[src/rtl/instr_mem_fetch_if.sv]
// Fetch-port bundle between the fetch stage (master) and instr_mem_fetch (slave).
interface instr_mem_fetch_if #(
  parameter int DATA_W = 32,
  parameter int ADDR_W = 8
);
  logic              req_valid;
  logic              req_ready;
  logic [ADDR_W-1:0] req_addr;
  logic              rsp_valid;
  logic              rsp_ready;
  logic [DATA_W-1:0] rsp_data;
  logic              rsp_err;

  modport master (
    output req_valid, req_addr, rsp_ready,
    input  req_ready, rsp_valid, rsp_data, rsp_err
  );

  modport slave (
    input  req_valid, req_addr, rsp_ready,
    output req_ready, rsp_valid, rsp_data, rsp_err
  );
endinterface

[src/rtl/instr_mem_fetch.sv]
// Instruction memory with buffered valid/ready fetch port, program-load port and flush.
// Define IMEM_RANGE_CHECK_EN to flag out-of-range fetches (rsp_err) and drop out-of-range loads.
module instr_mem_fetch #(
  parameter int DATA_W    = 32,
  parameter int DEPTH     = 64,
  parameter int ADDR_W    = 8,
  parameter int BUF_DEPTH = 3
) (
  input  logic              clk,
  input  logic              rst_n,
  input  logic              ld_en,
  input  logic [ADDR_W-1:0] ld_addr,
  input  logic [DATA_W-1:0] ld_data,
  input  logic              flush,
  instr_mem_fetch_if.slave  fetch
);

`ifdef IMEM_RANGE_CHECK_EN
  localparam bit RANGE_CHECK = 1'b1;
`else
  localparam bit RANGE_CHECK = 1'b0;
`endif

  localparam int IDX_W = $clog2(DEPTH);
  localparam int PTR_W = (BUF_DEPTH > 1) ? $clog2(BUF_DEPTH) : 1;
  localparam int CNT_W = $clog2(BUF_DEPTH + 1);
  localparam logic [PTR_W-1:0]  LAST_PTR = PTR_W'(BUF_DEPTH - 1);
  localparam logic [CNT_W-1:0]  FULL_CNT = CNT_W'(BUF_DEPTH);
  localparam logic [ADDR_W:0]   DEPTH_A  = (ADDR_W + 1)'(DEPTH);

  logic [DATA_W-1:0] mem [DEPTH];

  logic [IDX_W-1:0]  rd_idx;
  logic [IDX_W-1:0]  ld_idx;
  logic              rd_in_range;
  logic              ld_in_range;

  logic              rd_valid;
  logic [DATA_W-1:0] rd_data;
  logic              rd_err;

  logic [DATA_W-1:0] fifo_data [BUF_DEPTH];
  logic              fifo_err  [BUF_DEPTH];
  logic [PTR_W-1:0]  wr_ptr;
  logic [PTR_W-1:0]  rd_ptr;
  logic [CNT_W-1:0]  fifo_cnt;
  logic [CNT_W-1:0]  cnt;

  logic              head_valid;
  logic              accept;
  logic              pop;

  function automatic logic [PTR_W-1:0] ptr_inc(input logic [PTR_W-1:0] p);
    return (p == LAST_PTR) ? '0 : p + 1'b1;
  endfunction

  // Without range checking, addresses alias modulo DEPTH through truncation.
  assign rd_idx      = IDX_W'(fetch.req_addr);
  assign ld_idx      = IDX_W'(ld_addr);
  assign rd_in_range = !RANGE_CHECK || ({1'b0, fetch.req_addr} < DEPTH_A);
  assign ld_in_range = !RANGE_CHECK || ({1'b0, ld_addr} < DEPTH_A);

  assign head_valid      = (fifo_cnt != '0);
  assign fetch.req_ready = rst_n & ~ld_en & ~flush & (cnt < FULL_CNT);
  assign fetch.rsp_valid = head_valid;
  assign fetch.rsp_data  = head_valid ? fifo_data[rd_ptr] : '0;
  assign fetch.rsp_err   = RANGE_CHECK & head_valid & fifo_err[rd_ptr];

  assign accept = fetch.req_valid & fetch.req_ready;
  assign pop    = head_valid & fetch.rsp_ready;

  always_ff @(posedge clk) begin
    if (ld_en && ld_in_range)
      mem[ld_idx] <= ld_data;
  end

  always_ff @(posedge clk or negedge rst_n) begin
    if (!rst_n) begin
      rd_valid <= 1'b0;
      rd_data  <= '0;
      rd_err   <= 1'b0;
    end else if (flush) begin
      rd_valid <= 1'b0;
    end else begin
      rd_valid <= accept;
      if (accept) begin
        rd_data <= rd_in_range ? mem[rd_idx] : '0;
        rd_err  <= ~rd_in_range;
      end
    end
  end

  // Credit counting guarantees a free slot whenever the read stage pushes.
  always_ff @(posedge clk) begin
    if (rd_valid) begin
      fifo_data[wr_ptr] <= rd_data;
      fifo_err[wr_ptr]  <= rd_err;
    end
  end

  always_ff @(posedge clk or negedge rst_n) begin
    if (!rst_n) begin
      wr_ptr   <= '0;
      rd_ptr   <= '0;
      fifo_cnt <= '0;
    end else if (flush) begin
      wr_ptr   <= '0;
      rd_ptr   <= '0;
      fifo_cnt <= '0;
    end else begin
      if (rd_valid)
        wr_ptr <= ptr_inc(wr_ptr);
      if (pop)
        rd_ptr <= ptr_inc(rd_ptr);
      case ({rd_valid, pop})
        2'b10:   fifo_cnt <= fifo_cnt + 1'b1;
        2'b01:   fifo_cnt <= fifo_cnt - 1'b1;
        default: fifo_cnt <= fifo_cnt;
      endcase
    end
  end

  always_ff @(posedge clk or negedge rst_n) begin
    if (!rst_n) begin
      cnt <= '0;
    end else if (flush) begin
      cnt <= '0;
    end else begin
      case ({accept, pop})
        2'b10:   cnt <= cnt + 1'b1;
        2'b01:   cnt <= cnt - 1'b1;
        default: cnt <= cnt;
      endcase
    end
  end

endmodule

[src/flat_wrapper.sv]
// flat-port wrapper written by rule: the top's interface ports become plain ports
module instr_mem_fetch_flat 
#(
  parameter int DATA_W    = 32,
  parameter int DEPTH     = 64,
  parameter int ADDR_W    = 8,
  parameter int BUF_DEPTH = 3
)
  (clk, rst_n, ld_en, ld_addr, ld_data, flush, fetch_req_valid, fetch_req_addr, fetch_rsp_ready, fetch_req_ready, fetch_rsp_valid, fetch_rsp_data, fetch_rsp_err);
  instr_mem_fetch_if #(.DATA_W(DATA_W), .ADDR_W(ADDR_W)) fetch_i ();
  input  logic clk;
  input  logic rst_n;
  input  logic ld_en;
  input  logic [ADDR_W-1:0] ld_addr;
  input  logic [DATA_W-1:0] ld_data;
  input  logic flush;
  input wire logic [$bits(fetch_i.req_valid)-1:0] fetch_req_valid;
  input wire logic [$bits(fetch_i.req_addr)-1:0] fetch_req_addr;
  input wire logic [$bits(fetch_i.rsp_ready)-1:0] fetch_rsp_ready;
  output wire logic [$bits(fetch_i.req_ready)-1:0] fetch_req_ready;
  output wire logic [$bits(fetch_i.rsp_valid)-1:0] fetch_rsp_valid;
  output wire logic [$bits(fetch_i.rsp_data)-1:0] fetch_rsp_data;
  output wire logic [$bits(fetch_i.rsp_err)-1:0] fetch_rsp_err;
  assign fetch_i.req_valid = fetch_req_valid;
  assign fetch_i.req_addr = fetch_req_addr;
  assign fetch_i.rsp_ready = fetch_rsp_ready;
  assign fetch_req_ready = fetch_i.req_ready;
  assign fetch_rsp_valid = fetch_i.rsp_valid;
  assign fetch_rsp_data = fetch_i.rsp_data;
  assign fetch_rsp_err = fetch_i.rsp_err;
  instr_mem_fetch #(.DATA_W(DATA_W), .DEPTH(DEPTH), .ADDR_W(ADDR_W), .BUF_DEPTH(BUF_DEPTH)) u_core (.clk(clk), .rst_n(rst_n), .ld_en(ld_en), .ld_addr(ld_addr), .ld_data(ld_data), .flush(flush), .fetch(fetch_i));
endmodule
[config.mk]
export PLATFORM = sky130hd
export DESIGN_NAME = instr_mem_fetch_flat
export DESIGN_NICKNAME = d
export VERILOG_FILES = /design/src/rtl/instr_mem_fetch_if.sv /design/src/rtl/instr_mem_fetch.sv /design/src/flat_wrapper.sv
export SDC_FILE = /design/constraint.sdc
export NUM_CORES = 2
export LEC_CHECK = 0
export CAP_MARGIN = 5
export CORE_UTILIZATION = 39
export DETAILED_ROUTE_END_ITERATION = 6
export PLACE_DENSITY = 0.56
export SLEW_MARGIN = 20
export SYNTH_ARGS = -nofsm -noshare
export SYNTH_HDL_FRONTEND = slang
export SYNTH_SLANG_ARGS = --single-unit
[constraint.sdc]
create_clock -name clk -period 4 [get_ports clk]
set_input_delay 0.8 -clock clk [delete_from_list [all_inputs] [get_ports clk]]
set_output_delay 0.8 -clock clk [all_outputs]
set_load 0.01 [all_outputs]
==> impl.org <==
** Power and ir drop
- Sequential power share :: 0.536
- Internal power comes to 37.44 mW.
- IR drop worst, VDD :: between 0.4 and 0.5 mV
- Net switching power :: approximately 10 mW
- Static Leakage :: 31.97 nW
- Switching power share of the total :: 0.2166
- Comb pwr share :: 0.049
- For this design the ratio of total power to cell area is 489.0 nW/um2.
- Clk network pwr share :: 0.415
- Overall power consumption after layout is estimated at 47.79 mW.

** Clock network
- In this run the post-CTS setup repair buffer count came out at 0.
- TritonCTS built the clock tree.
- Sinks on the clock net :: 2,185
- The cell sitting at the root of the clock tree is a sky130_fd_sc_hd__clkbuf_16.
- The H-tree generated during clock tree synthesis spans 4 levels.
- Clock buffers created by TritonCTS :: roughly 220
- After clock tree synthesis, the clock-pin slew on the worst setup and hold paths is roughly 0.06 ns.
- Clock latency on the worst-skew pair :: 0.86 ns
- Counting along the longest clock path gives a buffer depth of 3.

** STA
- For the pin with the worst max-slew slack, the measured transition is 1.066 ns.
- Derived from the worst setup path, the maximum achievable clock frequency is 0.2644 GHz.
- Unrepaired setup endpoints after global routing :: no
- Setup-failing EPs final :: 0
- Period utilization :: 0.9456
- Final worst path period need :: approximately 3.8 ns
- The final count of hold timing violations is 0.
- The worst pin sits at a relative slew slack of 0.2840.
- Layout Skew :: 0.03511 ns
- TNS Setup :: 0 ns
- The final max-slew violation count is 0.

** Detailed routing
- Vias per inst :: 5.552
- Dividing the detail-routed wire length by the instance count gives between 20 and 30 um.
- Summing over every cut layer, the via total after detailed routing is ~42,000.
- The routed design has 215,300 um of wire.
- Antenna Violating Nets Remaining :: 0
- The first routing iteration left 3,749 violations.
- The pre-antenna-repair detailed-routing pass consisted of 7 iterations.
- Remaining design rule violation count :: 2

** Critical path
- STA classifies the critical path startpoint as a flop.
- Worst reg2reg path depth :: 8
- Endpoint of the most critical register-to-register path :: u_core.rd_data[10]
- The setup check on the worst reg-to-reg path leaves a slack of 1.48 ns.
- Worst setup path class :: reg2out
- The critical path goes through buf_12 > mux2i_1 > nor2_1 > a21oi_1 > nor2_1 > clkdlybuf4s50_1.
- Crit path from :: u_core.rd_ptr[0]
- The largest individual stage delay along the critical path comes from the cell sky130_fd_sc_hd__dfrtp_2.
- Peak per-stage delay on the critical path :: 0.68 ns
- Critical Path End Type :: primary output
- At the worst endpoint, the required time is 3.20 ns.
- Maximum fanout along the worst path :: 22
- Arr. time, crit path :: ~3 ns
- Critical path's most frequent cell :: sky130_fd_sc_hd__nor2_1
- The worst register-to-register path begins at u_core.cnt[0].

** Global routing
- Entering global routing, the biggest net connects between 100 and 150 pins.
- The first global-routing pass estimated a little over 300,000 um of wire.
- After global routing the overflow that remains totals 0.
- The number of global-route vias before repair came to 42,432.
- In the global route stage, overall resource usage came out at 0.1979.
- Antenna violations before repair :: 15

** Worst hold path
- Cell depth of the worst min-delay path :: 1
- Hold path startpoint :: ld_data[7]
- Type of the most critical hold path :: in2reg
- The worst hold path terminates at u_core.mem[6][7].

** Synth
- Number of cells produced by synthesis :: 4,181
- Syn nets :: 4,235
- In this run, synthesis produced a sequential element count of 2,185.
- The synthesized design contains 2,144 enable-type register cells.
- For this run, the number of Yosys warnings is 0.
- The number of different library cells used by synthesis comes to 40.
- A synthesized cell averages 20.11 um2.
- Main flop type after synthesis :: sky130_fd_sc_hd__edfxtp_1
- Of the synthesized area, sequential elements account for 0.7779.
- Share of async-settable or async-resettable flops after synthesis :: 0.01876
- Synthesized area :: 84,080 um2

** Placed design
- Weighted congestion at the end of routability-driven global placement :: 0.7644
- After legalization and detailed placement, the total HPWL measured 120,600 um.
- Input and output buffers added on the ports amount to 83.

** Status
- The flow ran to the end, but the final reports show violations.
- Failing checks :: design-rule violations

** Floorplanning
- The die covers 217,500 um2.
- Chip width :: 466.3 um
- around 90 I/O pins were placed.
- Measured along the y axis, the die boundary spans ~470 um.
- Initial standard-cell utilization of the core :: 0.3922
- After floorplanning, the core was divided into between 150 and 200 placement rows.
- In this run the standard cell core region covers between 200,000 and 250,000 um2.

** Layout
- Share of layout cells above drive strength 1 :: 0.2059
- Relative to the synthesized area, the layout overhead comes to 16.22%.
- At the end of the flow, the number of nets in the layout was 4,545.
- For this run, the share of the core covered by cells in the final layout is 0.4558.

** Job
- Across the run, the number of max-cap violations was 0.
critical path: cells and delay by family (launching register included):
family,cells,cell delay [ns]
buffers and inverters,2,0.76
flip-flops,1,0.68
multiplexers,1,0.20
AND/OR/NAND/NOR,2,0.13
AO/OA/AOI/OAI,1,0.34
worst max-delay path by stage:
stage                               endpoint  slack (ns)  depth (start not counted)
after floorplan            u_core.mem[32][0]        0.06                          4
after global placement    u_core.rd_data[26]        0.41                          9
after detailed placement  u_core.rd_data[26]        0.43                          9
after CTS                 fetch_rsp_data[26]        0.04                          6
after global routing      fetch_rsp_data[26]        0.03                          6
final                     fetch_rsp_data[26]        0.22                          6
what timing repair did:
item,CTS,global route
endpoints found under the hold margin,0,0
setup endpoints to repair,0,3
hold buffers,0,0
gates resized for setup,0,1
Yosys cell counts, types with 31 or more instances:
master                        n  area, um2
sky130_fd_sc_hd__dfrtp_1     41       1026
sky130_fd_sc_hd__a31oi_1     32      200.2
sky130_fd_sc_hd__a211oi_1    31      232.7
sky130_fd_sc_hd__a22o_1      64      560.5
sky130_fd_sc_hd__a21oi_1     39      195.2
sky130_fd_sc_hd__a22oi_1    223       1674
sky130_fd_sc_hd__edfxtp_1  2144      64380
sky130_fd_sc_hd__mux2_2      32      360.4
sky130_fd_sc_hd__nor2_1     142      533.0
sky130_fd_sc_hd__nand3_1    105      525.5
sky130_fd_sc_hd__buf_2       93      465.5
sky130_fd_sc_hd__a221o_1     32      320.3
sky130_fd_sc_hd__and2_1      33      206.5
sky130_fd_sc_hd__clkbuf_1   110      412.9
sky130_fd_sc_hd__mux4_2     256       5766
sky130_fd_sc_hd__mux2i_1    606       6066
sky130_fd_sc_hd__nor3_1      68      340.3
power by group through the flow:
| stage | combinational, mW | sequential [mW] | clock [mW] |
|---|---|---|---|
| final | 2.34 | 25.6 | 19.8 |
| after global routing | 2.50 | 25.6 | 21.1 |
| after CTS | 2.36 | 25.6 | 20.2 |
| after detailed placement | 2.36 | 26.1 | 0 |
| after global placement | 2.33 | 26.1 | 0 |
| after floorplan | 1.30 | 26.0 | 0 |
per-stage QoR:
step / instance area [um2] / hold slack [ns] / std cells / setup WS (ns)
after CTS: 97630 / 0.1511 / 7515 / 0.04450
after floorplan: 84080 / 0.4597 / 4181 / 0.06183
final: 97720 / 0.2137 / 7525 / 0.2177
after global routing: 97700 / 0.1725 / 7519 / 0.03086
after detailed placement: 90670 / 0.4872 / 7105 / 0.4324
after global placement: 90670 / 0.4918 / 7105 / 0.4086
layout by cell type (no fill, tap or decap), types with 6 or more instances in the layout:
master and instances:
sky130_fd_sc_hd__diode_2 9, sky130_fd_sc_hd__clkdlybuf4s50_1 47, sky130_fd_sc_hd__a22o_1 64, sky130_fd_sc_hd__clkbuf_8 12, sky130_fd_sc_hd__o21ai_1 29, sky130_fd_sc_hd__mux4_2 256
sky130_fd_sc_hd__clkinv_1 42, sky130_fd_sc_hd__a22oi_1 223, sky130_fd_sc_hd__a221o_1 32, sky130_fd_sc_hd__nand3_1 105, sky130_fd_sc_hd__and2_1 31, sky130_fd_sc_hd__clkbuf_1 64
sky130_fd_sc_hd__buf_2 16, sky130_fd_sc_hd__clkinvlp_4 6, sky130_fd_sc_hd__a21oi_1 39, sky130_fd_sc_hd__nor2_4 66, sky130_fd_sc_hd__clkinv_2 39, sky130_fd_sc_hd__a31oi_1 32
sky130_fd_sc_hd__bufinv_16 10, sky130_fd_sc_hd__nor3_1 65, sky130_fd_sc_hd__dfrtp_1 39, sky130_fd_sc_hd__mux2_2 32, sky130_fd_sc_hd__clkbuf_16 222, sky130_fd_sc_hd__a211oi_1 31
sky130_fd_sc_hd__nor2_1 75, sky130_fd_sc_hd__nand2_1 16, sky130_fd_sc_hd__edfxtp_1 2144, sky130_fd_sc_hd__mux2i_1 606, sky130_fd_sc_hd__buf_12 93, sky130_fd_sc_hd__buf_4 176
sequential cells by signal, summed over array words and instances, names as in the netlist:
name,count
u_core.fifo_cnt,2
u_core.cnt,2
u_core.wr_ptr,2
u_core.rd_valid,1
u_core.rd_data,32
u_core.mem,2048
u_core.fifo_data,96
u_core.rd_ptr,2
final cells by class:
class	count	area [um2]
diodes	9	22.52
clock buffers	298	5961
clock inverters	112	993.5
fillers	18090	116700
inverters	6	25.02
multi-input cells	1742	17980
flip-flops and latches	2185	65410
well taps	2838	3551
repair buffers	335	3775
per-layer routing:
layer	vias up	track usage	routed length [um]
li1	17917	-	-
met1	22403	0.2739	92850
met2	1151	0.3276	106200
met3	303	0.02915	11730
met4	2	0.05131	4519
met5	-	0	17
cells by family after synthesis:
kind of cell | after synthesis | share of synthesized area
flops | 2185 | 0.7779
mux | 894 | 0.1450
compound gates | 457 | 0.04009
simple gates | 386 | 0.02159
buf+inv | 254 | 0.01496
xor+xnor | 4 | 0.0004167
other cells | 1 | 0.00004460
Note: power is estimated with default switching activity, not from simulation.
